<file path="src/rtl/coin_pkg.sv">
// Shared types and sprite geometry for the spinning-coin sequencer.
package coin_pkg;

  typedef enum logic [1:0] {
    SPIN   = 2'd0,
    POP    = 2'd1,
    HIDDEN = 2'd2
  } coin_state_t;

  localparam int SPRITE_W      = 20;
  localparam int SPRITE_H      = 20;
  localparam int SPRITE_PIXELS = SPRITE_W * SPRITE_H;
  localparam int COORD_W       = 11;
  localparam int ADDR_W        = $clog2(SPRITE_PIXELS);
  localparam int POP_OFF_W     = 8;

  // Row-major address into a 20x20 frame ROM; callers guarantee rx, ry < 20.
  function automatic logic [ADDR_W-1:0] pix_addr(input logic [4:0] rx,
                                                 input logic [4:0] ry);
    return ADDR_W'(ry) * ADDR_W'(SPRITE_W) + ADDR_W'(rx);
  endfunction

endpackage

</file>
<file path="src/rtl/frame_tick_gen.sv">
// Turns the asynchronous vsync level into a one-Clk-cycle tick.
// The tick is registered, so it is high in the 3rd cycle after frame_clk rises.
module frame_tick_gen (
  input  logic Clk,
  input  logic Reset,
  input  logic frame_clk,
  output logic tick
);

  logic sync1_q, sync2_q, edge_q, tick_q;
  logic tick_d;

  assign tick_d = sync2_q & ~edge_q;

  // Two-flop synchronizer, previous-level register and registered rising edge.
  always_ff @(posedge Clk or posedge Reset) begin
    if (Reset) begin
      sync1_q <= 1'b0;
      sync2_q <= 1'b0;
      edge_q  <= 1'b0;
      tick_q  <= 1'b0;
    end else begin
      sync1_q <= frame_clk;
      sync2_q <= sync1_q;
      edge_q  <= sync2_q;
      tick_q  <= tick_d;
    end
  end

  assign tick = tick_q;

endmodule

</file>
<file path="src/rtl/coin_anim_ctrl.sv">
// Spinning-coin sequencer: spin-frame timing, collect/pop-up/respawn life
// cycle and the registered scan-position to frame-ROM address stage.
// Build option: define COIN_POP_EN to include the pop-up animation (POP state,
// pop counter and vertical offset). Without it, a collect hides the coin at
// once and the vertical offset is constant zero.
module coin_anim_ctrl
  import coin_pkg::*;
#(
  parameter int NUM_FRAMES      = 4,
  parameter int TICKS_PER_FRAME = 6,
  parameter int POP_STEPS       = 12,
  parameter int POP_DY          = 2
) (
  input  logic       Clk,
  input  logic       Reset,
  input  logic       frame_clk,
  input  logic [9:0] DrawX,
  input  logic [9:0] DrawY,
  input  logic [9:0] coin_x,
  input  logic [9:0] coin_y,
  input  logic       collect,
  input  logic       respawn,
  output logic [8:0] rom_addr,
  output logic [1:0] frame_sel,
  output logic       is_coin,
  output logic       coin_active,
  output logic       score_pulse
);

  localparam int TICK_W = (TICKS_PER_FRAME > 1) ? $clog2(TICKS_PER_FRAME) : 1;

  // The pop offset must fit its 8-bit register and frame_sel is only 2 bits.
  generate
    if ((POP_STEPS * POP_DY > 255) || (NUM_FRAMES < 1) || (NUM_FRAMES > 4)) begin : g_bad_cfg
      $error("coin_anim_ctrl: unsupported parameter combination");
    end
  endgenerate

  coin_state_t           state_q, state_d;
  logic [1:0]            frame_q, frame_d;
  logic [TICK_W-1:0]     tick_cnt_q, tick_cnt_d;
  logic                  score_q, score_d;
  logic [ADDR_W-1:0]     addr_q, addr_d;
  logic                  coin_q, coin_d;
  logic [POP_OFF_W-1:0]  pop_off;
  logic                  tick;

  logic                  spin_wrap;
  logic [TICK_W-1:0]     tick_cnt_spin;
  logic [1:0]            frame_spin;

  frame_tick_gen u_tick (
    .Clk       (Clk),
    .Reset     (Reset),
    .frame_clk (frame_clk),
    .tick      (tick)
  );

`ifdef COIN_POP_EN
  localparam int POP_W = (POP_STEPS > 1) ? $clog2(POP_STEPS + 1) : 1;

  logic [POP_W-1:0]     pop_cnt_q, pop_cnt_d;
  logic [POP_OFF_W-1:0] pop_off_q, pop_off_d;

  assign pop_off = pop_off_q;
`else
  assign pop_off = '0;
`endif

  // Spin advance applied on a tick: counter rolls over and bumps the frame.
  assign spin_wrap     = (tick_cnt_q == TICK_W'(TICKS_PER_FRAME - 1));
  assign tick_cnt_spin = spin_wrap ? '0 : tick_cnt_q + TICK_W'(1);
  assign frame_spin    = !spin_wrap ? frame_q :
                         (frame_q == 2'(NUM_FRAMES - 1)) ? 2'd0 : frame_q + 2'd1;

  // Next-state and counter logic; collect takes priority over a same-cycle tick.
  always_comb begin
    state_d    = state_q;
    frame_d    = frame_q;
    tick_cnt_d = tick_cnt_q;
    score_d    = 1'b0;
`ifdef COIN_POP_EN
    pop_cnt_d  = pop_cnt_q;
    pop_off_d  = pop_off_q;
`endif
    case (state_q)
      SPIN: begin
        if (collect) begin
          score_d    = 1'b1;
          tick_cnt_d = '0;
`ifdef COIN_POP_EN
          state_d    = POP;
          pop_cnt_d  = '0;
          pop_off_d  = '0;
`else
          state_d    = HIDDEN;
`endif
        end else if (tick) begin
          tick_cnt_d = tick_cnt_spin;
          frame_d    = frame_spin;
        end
      end
`ifdef COIN_POP_EN
      POP: begin
        if (tick) begin
          tick_cnt_d = tick_cnt_spin;
          frame_d    = frame_spin;
          pop_cnt_d  = pop_cnt_q + POP_W'(1);
          pop_off_d  = pop_off_q + POP_OFF_W'(POP_DY);
          if (pop_cnt_q == POP_W'(POP_STEPS - 1)) begin
            state_d = HIDDEN;
          end
        end
      end
`endif
      HIDDEN: begin
        if (respawn) begin
          state_d    = SPIN;
          frame_d    = '0;
          tick_cnt_d = '0;
`ifdef COIN_POP_EN
          pop_cnt_d  = '0;
          pop_off_d  = '0;
`endif
        end
      end
      default: begin
        state_d = SPIN;
      end
    endcase
  end

  // State, spin counters and the registered score pulse.
  always_ff @(posedge Clk or posedge Reset) begin
    if (Reset) begin
      state_q    <= SPIN;
      frame_q    <= '0;
      tick_cnt_q <= '0;
      score_q    <= 1'b0;
    end else begin
      state_q    <= state_d;
      frame_q    <= frame_d;
      tick_cnt_q <= tick_cnt_d;
      score_q    <= score_d;
    end
  end

`ifdef COIN_POP_EN
  // Pop-up progress and the upward pixel offset it produces.
  always_ff @(posedge Clk or posedge Reset) begin
    if (Reset) begin
      pop_cnt_q <= '0;
      pop_off_q <= '0;
    end else begin
      pop_cnt_q <= pop_cnt_d;
      pop_off_q <= pop_off_d;
    end
  end
`endif

  // Scan position relative to the (possibly raised) sprite origin. Inputs
  // are zero-extended to 11 bits so a sprite raised above row 0 yields a
  // negative top and its rows clip instead of wrapping to the bottom.
  logic [COORD_W-1:0] top_y, rel_x, rel_y;
  logic               in_x, in_y;

  assign top_y = COORD_W'(coin_y) - COORD_W'(pop_off);
  assign rel_x = COORD_W'(DrawX) - COORD_W'(coin_x);
  assign rel_y = COORD_W'(DrawY) - top_y;
  assign in_x  = !rel_x[COORD_W-1] && (rel_x < COORD_W'(SPRITE_W));
  assign in_y  = !rel_y[COORD_W-1] && (rel_y < COORD_W'(SPRITE_H));

  // Window test and ROM address for the pixel currently being scanned.
  always_comb begin
    coin_d = in_x && in_y && (state_q != HIDDEN);
    addr_d = '0;
    if (coin_d) begin
      addr_d = pix_addr(rel_x[4:0], rel_y[4:0]);
    end
  end

  // One-cycle address stage so ROM data lines up with is_coin.
  always_ff @(posedge Clk or posedge Reset) begin
    if (Reset) begin
      addr_q <= '0;
      coin_q <= 1'b0;
    end else begin
      addr_q <= addr_d;
      coin_q <= coin_d;
    end
  end

  assign rom_addr    = addr_q;
  assign frame_sel   = frame_q;
  assign is_coin     = coin_q;
  assign coin_active = (state_q == SPIN);
  assign score_pulse = score_q;

endmodule

</file>
<file path="config.mk">
export PLATFORM = sky130hd
export DESIGN_NAME = coin_anim_ctrl
export DESIGN_NICKNAME = d
export VERILOG_FILES = /design/src/rtl/coin_pkg.sv /design/src/rtl/frame_tick_gen.sv /design/src/rtl/coin_anim_ctrl.sv
export SDC_FILE = /design/constraint.sdc
export NUM_CORES = 1
export LEC_CHECK = 0
export BUFFER_PORTS_ARGS = -buffer_cell sky130_fd_sc_hd__buf_2
export CORE_AREA = 2 2 65 67
export CTS_BUF_LIST = sky130_fd_sc_hd__clkbuf_16
export DETAILED_ROUTE_END_ITERATION = 8
export DIE_AREA = 0 0 67 69
export PLACE_DENSITY = 0.83
export SYNTH_ARGS = -nofsm -noshare
export SYNTH_HDL_FRONTEND = slang
export SYNTH_SLANG_ARGS = --single-unit
</file>
<file path="constraint.sdc">
create_clock -name Clk -period 2.51 [get_ports Clk]
set_clock_uncertainty 0.15 [all_clocks]
set_input_delay 0.502 -clock Clk [delete_from_list [all_inputs] [get_ports Clk]]
set_output_delay 0.502 -clock Clk [all_outputs]
set_load 0.02 [all_outputs]
</file>
* Word level (Yosys, flattened, before mapping)
Index checks and enable logic that the tools add are counted.
W data, S select, Z words.
** Word-level totals
- Register bits :: 22
- Word-level logic and storage cells :: 57
- Output and inout bits :: 14
- Bits of input ports :: 45
** Operators by class
- Eq/ne operators :: 10
- Reduce and logical (&&, ||, !) cells :: 11
- Add/sub/neg operators :: 5
- Magnitude comparators :: 2
- Multipliers :: 1
- Bitwise gates (word level) :: 2
- Muxes and demuxes :: 16
** Operator list (number)
- $lt A11 B5 Y1 const B :: 2
- $sub A10 B10 Y11 :: 2
- $mux W2 :: 6
- $mux W3 :: 4
- $add A9 B5 Y9 :: 1
- $mux W9 :: 1
- $ne A2 B2 Y1 const B :: 4
- $pmux W2 S2 :: 2
- $mul A5 B3 Y7 const B :: 1
- $pmux W3 S2 :: 1
- $reduce_and A5 Y1 :: 1
- $eq A2 B2 Y1 const B :: 2
- $logic_and A1 B1 Y1 :: 4
- $ne A2 B1 Y1 const B :: 2
- $add A3 B1 Y3 const B :: 1
- $eq A3 B3 Y1 const B :: 1
- $ne A3 B2 Y1 const B :: 1
- $reduce_and A3 Y1 :: 1
- $add A2 B1 Y2 const B :: 1
- $logic_not A1 Y1 :: 2
- $logic_not A2 Y1 :: 1
- $mux W1 :: 2
- $reduce_and A2 Y1 :: 1
- $reduce_bool A2 Y1 :: 1
- other kinds (2) :: 2

* Depth between registers and ports, before layout
Gate-level depths: netlist of run 1.
- Word-level depth :: 6
- Gate-level depth with buffers :: 15

* By module
Synthesis of run 1 repeated with hierarchy kept, for this count alone.
** Second synthesis, totals
- Cell total of the unflattened synthesis :: 259
- Area total of the unflattened synthesis :: 2199.6 µm²
** Modules (own cells, without submodules)
- coin_anim_ctrl :: times used 1, area an instance 2082.0 µm², cells an instance 253
- frame_tick_gen :: times used 1, area an instance 117.6 µm², cells an instance 6

* Worst setup path before layout of run 1
Ideal clock, no wire load.
- Path kind :: in2reg
- Start point :: input port DrawY[0]
- End point :: register addr_q[8] (netlist: rom_addr[8])
- Arrival :: 3.140 ns
- Stages :: 15
- Setup time :: 0.152 ns
- Slack :: -0.933 ns
- Required time :: 2.208 ns
- Cells stage by stage :: inv_1 > ha_1 > inv_1 > fa_1 > a21o_1 > a21oi_1 > xnor2_1 > ha_1 > inv_1 > fa_1 > nand3b_1 > o2bb2ai_1 > a21oi_1 > xor2_1 > nor4_1
** On the way
- Longest elaborated chain between the ends :: 6
** Ends and longest elaborated chain
- start: declaration :: line coin_anim_ctrl.sv:18 : input logic [9:0] DrawY,
- $sub A10 B10 Y11 * :: line coin_anim_ctrl.sv:169 : assign rel_y = COORD_W'(DrawY) - top_y;
- branches (longest 4 deep; another with $add A9 B5 Y9)
- $mux W9 * :: line coin_anim_ctrl.sv:177 : if (coin_d) begin
- via addr_d[8] :: line coin_anim_ctrl.sv:43 : logic [ADDR_W-1:0] addr_q, addr_d;
- end signal: assignment :: line coin_anim_ctrl.sv:188 : addr_q <= addr_d;
- end: declaration :: line coin_anim_ctrl.sv:43
Mark *: on every way through the listed nets, which the timed path passes.
A chain may end at the register's enable or synchronous reset.

* Final worst setup path of run 1
Same ends and word-level chain as after synthesis.

==> results.toml, run 1 <==
[detailed_routing]
drcViolationCount = 0
drt-initial-drc-count = 213
ant_nets = 0
wire_per_inst_microns = 18.1
viasPerCell = 5.88
vias = 2394
dr.pass1.iters = 4
wl_mm = 7.35

[cells_and_area]
areaGrowthSynthToFinish_pct = 56.0
layout-drive-gt1-share_pct = 46.2
fin_nets = 437
diodes = 0

[global_route]
use_met2_pct = 49.1
grt_overflow = 0
groute.layer.met1.usage_pct = 34.9
antenna_found_initial = 0
grt_usage_pct = 28.1
grt_pass1_vias = 2240
grt_pass1_wl_mm = 10.2
busiest_layer = "met2"
grt_use_met3_pct = 3.59
grt_max_degree = 22

[min_path]
hold_class = "flop to flop"

[die]
die_x_microns = 67
row_count = 23
fp.dieH_microns = 69
die-area_sq_um = 4620
io_pins = 59
core-area_sq_um = 3910
initial_core_util_pct = 54.4

[place]
hpwl_mm = 4.20
port_buffers = 58
gp_congestion = 0.906
place_ws_ns = -1.02

[synthesis]
syn-num-nets = 326
synth_top_cell_area_share_pct = 24.7
yosys_warnings = 0
syn-cell-area_sq_um = 2130
synthCells = 247
synth_edf_count = 0
ys_ff_latch = 21
yosysSeqAreaShare_pct = 24.7
ys.flop_type = "dfrtp_1"
ys_types = 46
async_flop_share_pct = 100
postSynthAreaPerCell_sq_um = 8.62
synth_largest_area_cell = "dfrtp_1"
netlist_top_cells_area = "dfrtp_1 (25%), ha_1 (18%), inv_1 (6.2%)"

[clocking]
clockBufferDepth = 2
cts_buffers = 3
cts_sinks = 21
clkTransAtPathRegs_ns = 0.06
cts-root-buf = "clkbuf_16"
cts_tree = "built"
htreeDepth = 1
clk_latency_ns = 0.25

[sta]
slew_viol_final = 0
worstMarginPinSlew_ns = 0.788
setup_viol = 10
fin_crit_sh_pct = 140
min_period_ns = 3.50
clock.fmax_ghz = 0.285
rsz0062_at_grt = "true"
hold_viol = 0
slew_headroom_pct = 47.4
hold_ws_ns = 0.204
setup_ws_ns = -0.994

[critical_path]
cp-end-kind = "flop"
path_class = "input port to flop"
worstPathMaxFanout = 3
startpoint_type = "input port"
critPathRequiredTime_ns = 2.48
cp_data_arrival_time_ns = 3.47

[power_and_ir_drop]
cellPowerDensity_nw_per_um2 = 579
vdd_drop_max_uv = 269
cellLeakagePower_nw = 1.70

[status]
outcome = "complete, but fails checks"
violations = "setup timing"

[run]
cap_violations = 0
-- power by group --
group / leakage (nW) / internal (mW) / total [mW] / switching [mW]
clock: 0.0409 / 0.214 / 0.345 / 0.131
sequential: 0.282 / 0.347 / 0.356 / 0.00890
combinational: 1.37 / 0.580 / 1.22 / 0.641
total: 1.70 / 1.14 / 1.92 / 0.780
-- registers in the layout, indices dropped and copies added (netlist names) --
| signal | flops |
|---|---|
| u_tick.edge_q | 1 |
| state_q | 1 |
| frame_sel | 2 |
| rom_addr | 9 |
| is_coin | 1 |
| u_tick.tick | 1 |
| u_tick.sync1_q | 1 |
| score_pulse | 1 |
| u_tick.sync2_q | 1 |
| tick_cnt_q | 3 |
-- cells in the mapped netlist, drive strengths merged (8+ instances only) --
master,count
xor2,12
inv,35
o21ai,13
dfrtp,21
a21o,8
nor2,9
a21oi,18
nor4,9
nand2,12
ha,30
-- path summary, 6_finish.rpt --
path,cells after the start,slack [ns],end,startpoint
worst min-delay path,0,0.20,u_tick.sync2_q,u_tick.sync1_q
worst max register to register,6,0.55,rom_addr[8],state_q[1]
worst max-delay path,16,-0.99,rom_addr[8],DrawY[0]
max in group asynchronous,2,1.48,u_tick.sync2_q,Reset
min in group asynchronous,2,0.24,rom_addr[4],Reset
worst min register to register,0,0.20,u_tick.sync2_q,u_tick.sync1_q
-- what timing repair did --
action | 4_1_cts | 5_1_grt
cloned | 1 | 1
gates resized for setup | 24 | 19
pin swaps | 25 | 20
endpoints found under the setup margin | 10 | 10
hold buffers | 0 | 0
buffers inserted | 7 | 3
-- critical path, stage by stage --
cell and delay (ns):
buf_8 0.11, inv_12 0.04, ha_4 0.13, inv_2 0.04, fa_2 0.36, a21o_1 0.21
a21oi_2 0.20, xnor2_2 0.12, ha_4 0.28, inv_2 0.04, fa_2 0.47, nand3b_1 0.26
o2bb2ai_2 0.17, a21oi_2 0.13, xor2_1 0.09, nor4_1 0.29
-- cell type report --
class	instances	area [sq um]
Sequential cell	21	526
Multi-Input combinational cell	187	1800
Inverter	35	156
Clock inverter	1	5.00
Fill cell	214	592
Tap cell	50	62.6
Clock buffer	3	75.1
Timing Repair Buffer	110	702
-- per-stage QoR --
step	std cells	total power [mW]	area, sq um	TNS (ns)	util [%]
2_1_floorplan	247	0.931	2260	-2.33	-
3_3_place_gp	392	1.20	2900	-5.94	74.2
3_5_place_dp	392	1.25	2900	-6.62	74.2
4_1_cts	403	1.71	3170	-4.09	81.0
5_1_grt	407	2.01	3320	-5.79	84.9
6_report	407	1.92	3320	-4.94	84.9
-- layout by cell type (no fill, tap or decap), types with 3 or more instances in the layout --
cell | synthesis | routed
nand2b_1 | 4 | 4
o211ai_1 | 3 | 3
a21o_1 | 8 | 8
o21ai_1 | 4 | 5
buf_2 | 0 | 57
ha_4 | 0 | 8
inv_2 | 0 | 4
o21a_1 | 3 | 3
o21ai_0 | 9 | 7
nor4_2 | 0 | 5
clkbuf_16 | 0 | 3
nand3_1 | 6 | 6
nor2_1 | 9 | 8
buf_4 | 0 | 49
dfrtp_1 | 21 | 21
xnor2_2 | 0 | 4
fa_2 | 0 | 3
buf_6 | 1 | 3
a21oi_2 | 0 | 4
and3_1 | 4 | 4
nand2_1 | 12 | 11
ha_1 | 30 | 22
o41ai_1 | 3 | 3
a21oi_1 | 18 | 13
xor2_1 | 12 | 9
nor3_1 | 6 | 5
inv_1 | 35 | 29
or3_1 | 4 | 4
nor2b_1 | 4 | 3
-- cells by family after synthesis --
family	after synthesis	share of synthesized area, %
AOI/OAI and AO/OA	64	20.3
buffers and inverters	40	7.40
xor gates and xnor gates	18	7.40
adders and majority gates	34	21.4
muxes	3	1.53
DFF	21	24.7
and+or+nand+nor	67	17.3
-- per-layer routing --
metal / vias to the layer above / share of wire (%)
li1: 1115 / -
met1: 1134 / 40
met2: 115 / 49
met3: 30 / 7.8
met4: 0 / 3.8
met5: - / 0
No activity file was read; power rests on OpenSTA's default activity.
==> run 2: changes to the inputs <==
--- a/config.mk
+++ b/config.mk
@@ -11,6 +11,8 @@
 export DETAILED_ROUTE_END_ITERATION = 8
 export DIE_AREA = 0 0 67 69
-export PLACE_DENSITY = 0.83
+export PLACE_DENSITY = 0.85
+export SETUP_SLACK_MARGIN = 0.15
 export SYNTH_ARGS = -nofsm -noshare
 export SYNTH_HDL_FRONTEND = slang
+export SYNTH_HIERARCHICAL = 1
 export SYNTH_SLANG_ARGS = --single-unit
==> constraint.sdc (replaced) <==
create_clock -name Clk -period 2.51 [get_ports Clk]
set_clock_uncertainty 0.15 [all_clocks]
set_input_delay 0.251 -clock Clk [delete_from_list [all_inputs] [get_ports Clk]]
set_output_delay 0.251 -clock Clk [all_outputs]
set_load 0.02 [all_outputs]
==> run 2 against run 1 <==
Effect of this change:
- the flow finishes with violations (DRC, setup timing)
- routed wire length increased by 29%
- combinational power about the same
- final cell count is 5.2% higher
- register-to-register slack worse by 0.45 ns
- critical path depth grew 2
- die area is the same
- core utilization is 2.9 points higher
- worst setup slack better by 0.23 ns
- critical path type unchanged
==> results.toml, run 2 <==
[synthesis]
yosysSeqAreaShare_pct = 23.9
synth_fa_ha_area_share_pct = 20.7
ys.flop_type = "dfrtp_1"
ys_ff_latch = 21
async_flop_share_pct = 100
synth_most_common_cell = "inv_1"
yosys_warnings = 6
synthCells = 259
synth-compound-area-share_pct = 21.0
syn-cell-area_sq_um = 2200
synth_simple_gate_area_share_pct = 18.1
synth_top_cells_by_count = "inv_1 (39), ha_1 (30), dfrtp_1 (21), a21oi_1 (19), nor2_1 (14)"
muxShareOfSynthArea_pct = 1.42
postSynthAreaPerCell_sq_um = 8.49
synth_edf_count = 0
synth_largest_area_cell = "dfrtp_1"
synth-xor-area-share_pct = 6.77
synth_top_cell_area_share_pct = 23.9
syn-num-nets = 338
ys_types = 53
synth_top_family_by_area = "compound AO/OA/AOI/OAI gates"
netlist_top_cells_area = "dfrtp_1 (24%), ha_1 (17%), inv_1 (6.7%)"

[place]
gp_congestion = 0.873
postPlaceCellArea_sq_um = 2910
hpwl_mm = 4.50
port_buffers = 58
place_ws_ns = -1.11

[critical_path]
max_stage_delay_ns = 0.46
cpLargestDelayFamily = "adder cells"
reg2reg_slack_ns = 0.10
crit_slowest_cell = "fa_2"
cp-end-kind = "flop"
reg2regPathDepth = 6
critPathRequiredTime_ns = 2.52
startpoint_type = "input port"
worstPathCellList = "buf_8 > inv_12 > ha_4 > inv_2 > fa_2 > and2_4 > o21a_1 > nor2_2 > xnor2_2 > ha_1 > inv_2 > fa_2 > or2b_4 > a211oi_2 > nor2_1 > a21oi_2 > xnor2_1 > nor4b_4"
path_buf_inv = 4
path_class = "input port to flop"
cp_data_arrival_time_ns = 3.29
worstPathMaxFanout = 3
r2r-end = "rom_addr[0]"
r2r_start = "state_q[1]"

[power_and_ir_drop]
pwr-share-clk_pct = 17.0
p_sw_uw = 836
vdd_drop_max_uv = 410
cellPowerDensity_nw_per_um2 = 576
power_frac_seq_pct = 19.8
swShare_pct = 42.2
combPwrFrac_pct = 63.1
cellLeakagePower_nw = 1.75
internal-power_mw = 1.14

[sta]
hold_ws_ns = 0.0654
setup_viol = 10
hold_viol = 0
fin_crit_sh_pct = 131
setup_ws_ns = -0.767
worstMarginPinSlew_ns = 0.666
min_period_ns = 3.28
slew_viol_final = 0
slew_headroom_pct = 55.5
rsz0062_at_grt = "true"
clock.fmax_ghz = 0.305

[cells_and_area]
layout-drive-gt1-share_pct = 45.8
multi_input_area_sq_um = 1810
largest_reg_flops = 9
layout_commonest_cell = "buf_2"
seq_area_sq_um = 526
nFillCells = 174
diodes = 0
final_area_sq_um = 3440
fin_nets = 458
final_cell_mix = "buf_2 (56), buf_4 (53), inv_1 (33), ha_1 (26), dfrtp_1 (21)"
areaGrowthSynthToFinish_pct = 56.3

[die]
row_count = 23
die-area_sq_um = 4620
core-area_sq_um = 3910
fp.dieH_microns = 69
io_pins = 59
die_x_microns = 67
initial_core_util_pct = 56.2

[min_path]
hold_end = "tick_cnt_q[0]"
holdPathStages = 2
hp-start = "respawn"
hold_class = "input port to flop"

[status]
outcome = "complete, but fails checks"
violations = "DRC, setup timing"

[global_route]
grt_overflow = 0
grt_usage_pct = 35.6
grt_pass1_wl_mm = 12.6
grt_max_degree = 18
antenna_found_initial = 1
grt_pass1_vias = 2635

[clocking]
clk_latency_ns = 0.25
htreeDepth = 1
cts_buffers = 3
cts_tree = "built"
clkTransAtPathRegs_ns = 0.06
cts_sinks = 21
clockBufferDepth = 2
cts-root-buf = "clkbuf_16"

[detailed_routing]
drcViolationCount = 87
dr.pass1.iters = 9
viasPerCell = 6.52
drt-initial-drc-count = 515
vias = 2790
wire_per_inst_microns = 22.1
wl_mm = 9.47
ant_nets = 0

[run]
cap_violations = 0
## run 2: cell types whose count changed after synthesis, moves of 3 or more
cell      delta
o21a_1       +4
nand3_1      +3
buf_2        +4
o21ai_1      -4
xor2_1       -5
clkbuf_1     -4
o21ai_0      +4
and3_1       -3
xnor2_1      +4
a211oi_1     +3
nor2_1       +5
inv_1        +4
## run 2: what timing repair did
| item | 4_1_cts | 5_1_grt |
|---|---|---|
| hold endpoints to repair | 22 | 0 |
| setup buffers | 5 | 12 |
| hold buffers | 2 | 0 |
| cloned | 1 | 0 |
| pin swaps | 26 | 21 |
| gates resized for setup | 32 | 25 |
| endpoints found under the setup margin | 10 | 10 |
## run 2: layout make-up
cell class	instances	share of cell area, %
well taps	50	1.82
inverters	39	4.70
repair buffers	119	23.3
flip-flops and latches	21	15.3
clock buffers	3	2.18
clock inverters	1	0.109
multi-input cells	195	52.6
## run 2: through the flow
stage          instances  setup TNS [ns]  power, mW  util (%)
3_3_place_gp         404           -4.02       1.27      74.3
4_1_cts              416           -2.12       1.75      81.4
6_report             428           -3.17       1.98      87.8
5_1_grt              428           -3.91       2.08      87.8
3_5_place_dp         404           -4.84       1.33      74.3
2_1_floorplan        259           -1.86      0.990         -
## run 2: cells by family (layout without fill, tap and decap cells)
| family | Yosys count | count (layout) |
|---|---|---|
| flops | 21 | 21 |
| fa+ha+maj | 34 | 34 |
| buf+inv | 44 | 162 |
| compound gates | 70 | 70 |
| mux | 3 | 3 |
| simple gates | 70 | 71 |
| xor+xnor | 17 | 17 |
## run 2: how the worst max path moves through the flow
stage                         from           to  slack [ns]  cells after the start
after floorplan           DrawY[0]  rom_addr[8]       -0.83                     17
after global placement    DrawY[0]  rom_addr[8]       -0.99                     18
after detailed placement  DrawY[0]  rom_addr[8]       -1.11                     18
after CTS                 DrawY[0]  rom_addr[8]       -0.77                     18
after global routing      DrawY[0]  rom_addr[8]       -0.91                     17
final                     DrawY[0]  rom_addr[8]       -0.77                     18
## run 2: power by group through the flow
stage	clock (mW)	combinational, mW	sequential (mW)
after global routing	0.356	1.33	0.397
after floorplan	0	0.580	0.410
after CTS	0.329	1.03	0.389
after detailed placement	0	0.935	0.395
final	0.337	1.25	0.393
after global placement	0	0.884	0.391
## run 2: worst register-to-register path, stage by stage, from the launching register on
cell and delay, ns:
dfrtp_1 0.48, a2111oi_1 0.33, nand4_1 0.22, nor4_4 0.30
buf_4 0.18, nand4_4 0.16, nor4_4 0.45
## run 2: layer usage
metal	track usage (%)	wire, microns	vias up
met4	22.2	975	0
met2	58.6	4330	250
met1	40.9	3140	1277
met5	0	0	-
met3	7.34	1010	94
li1	-	-	1169
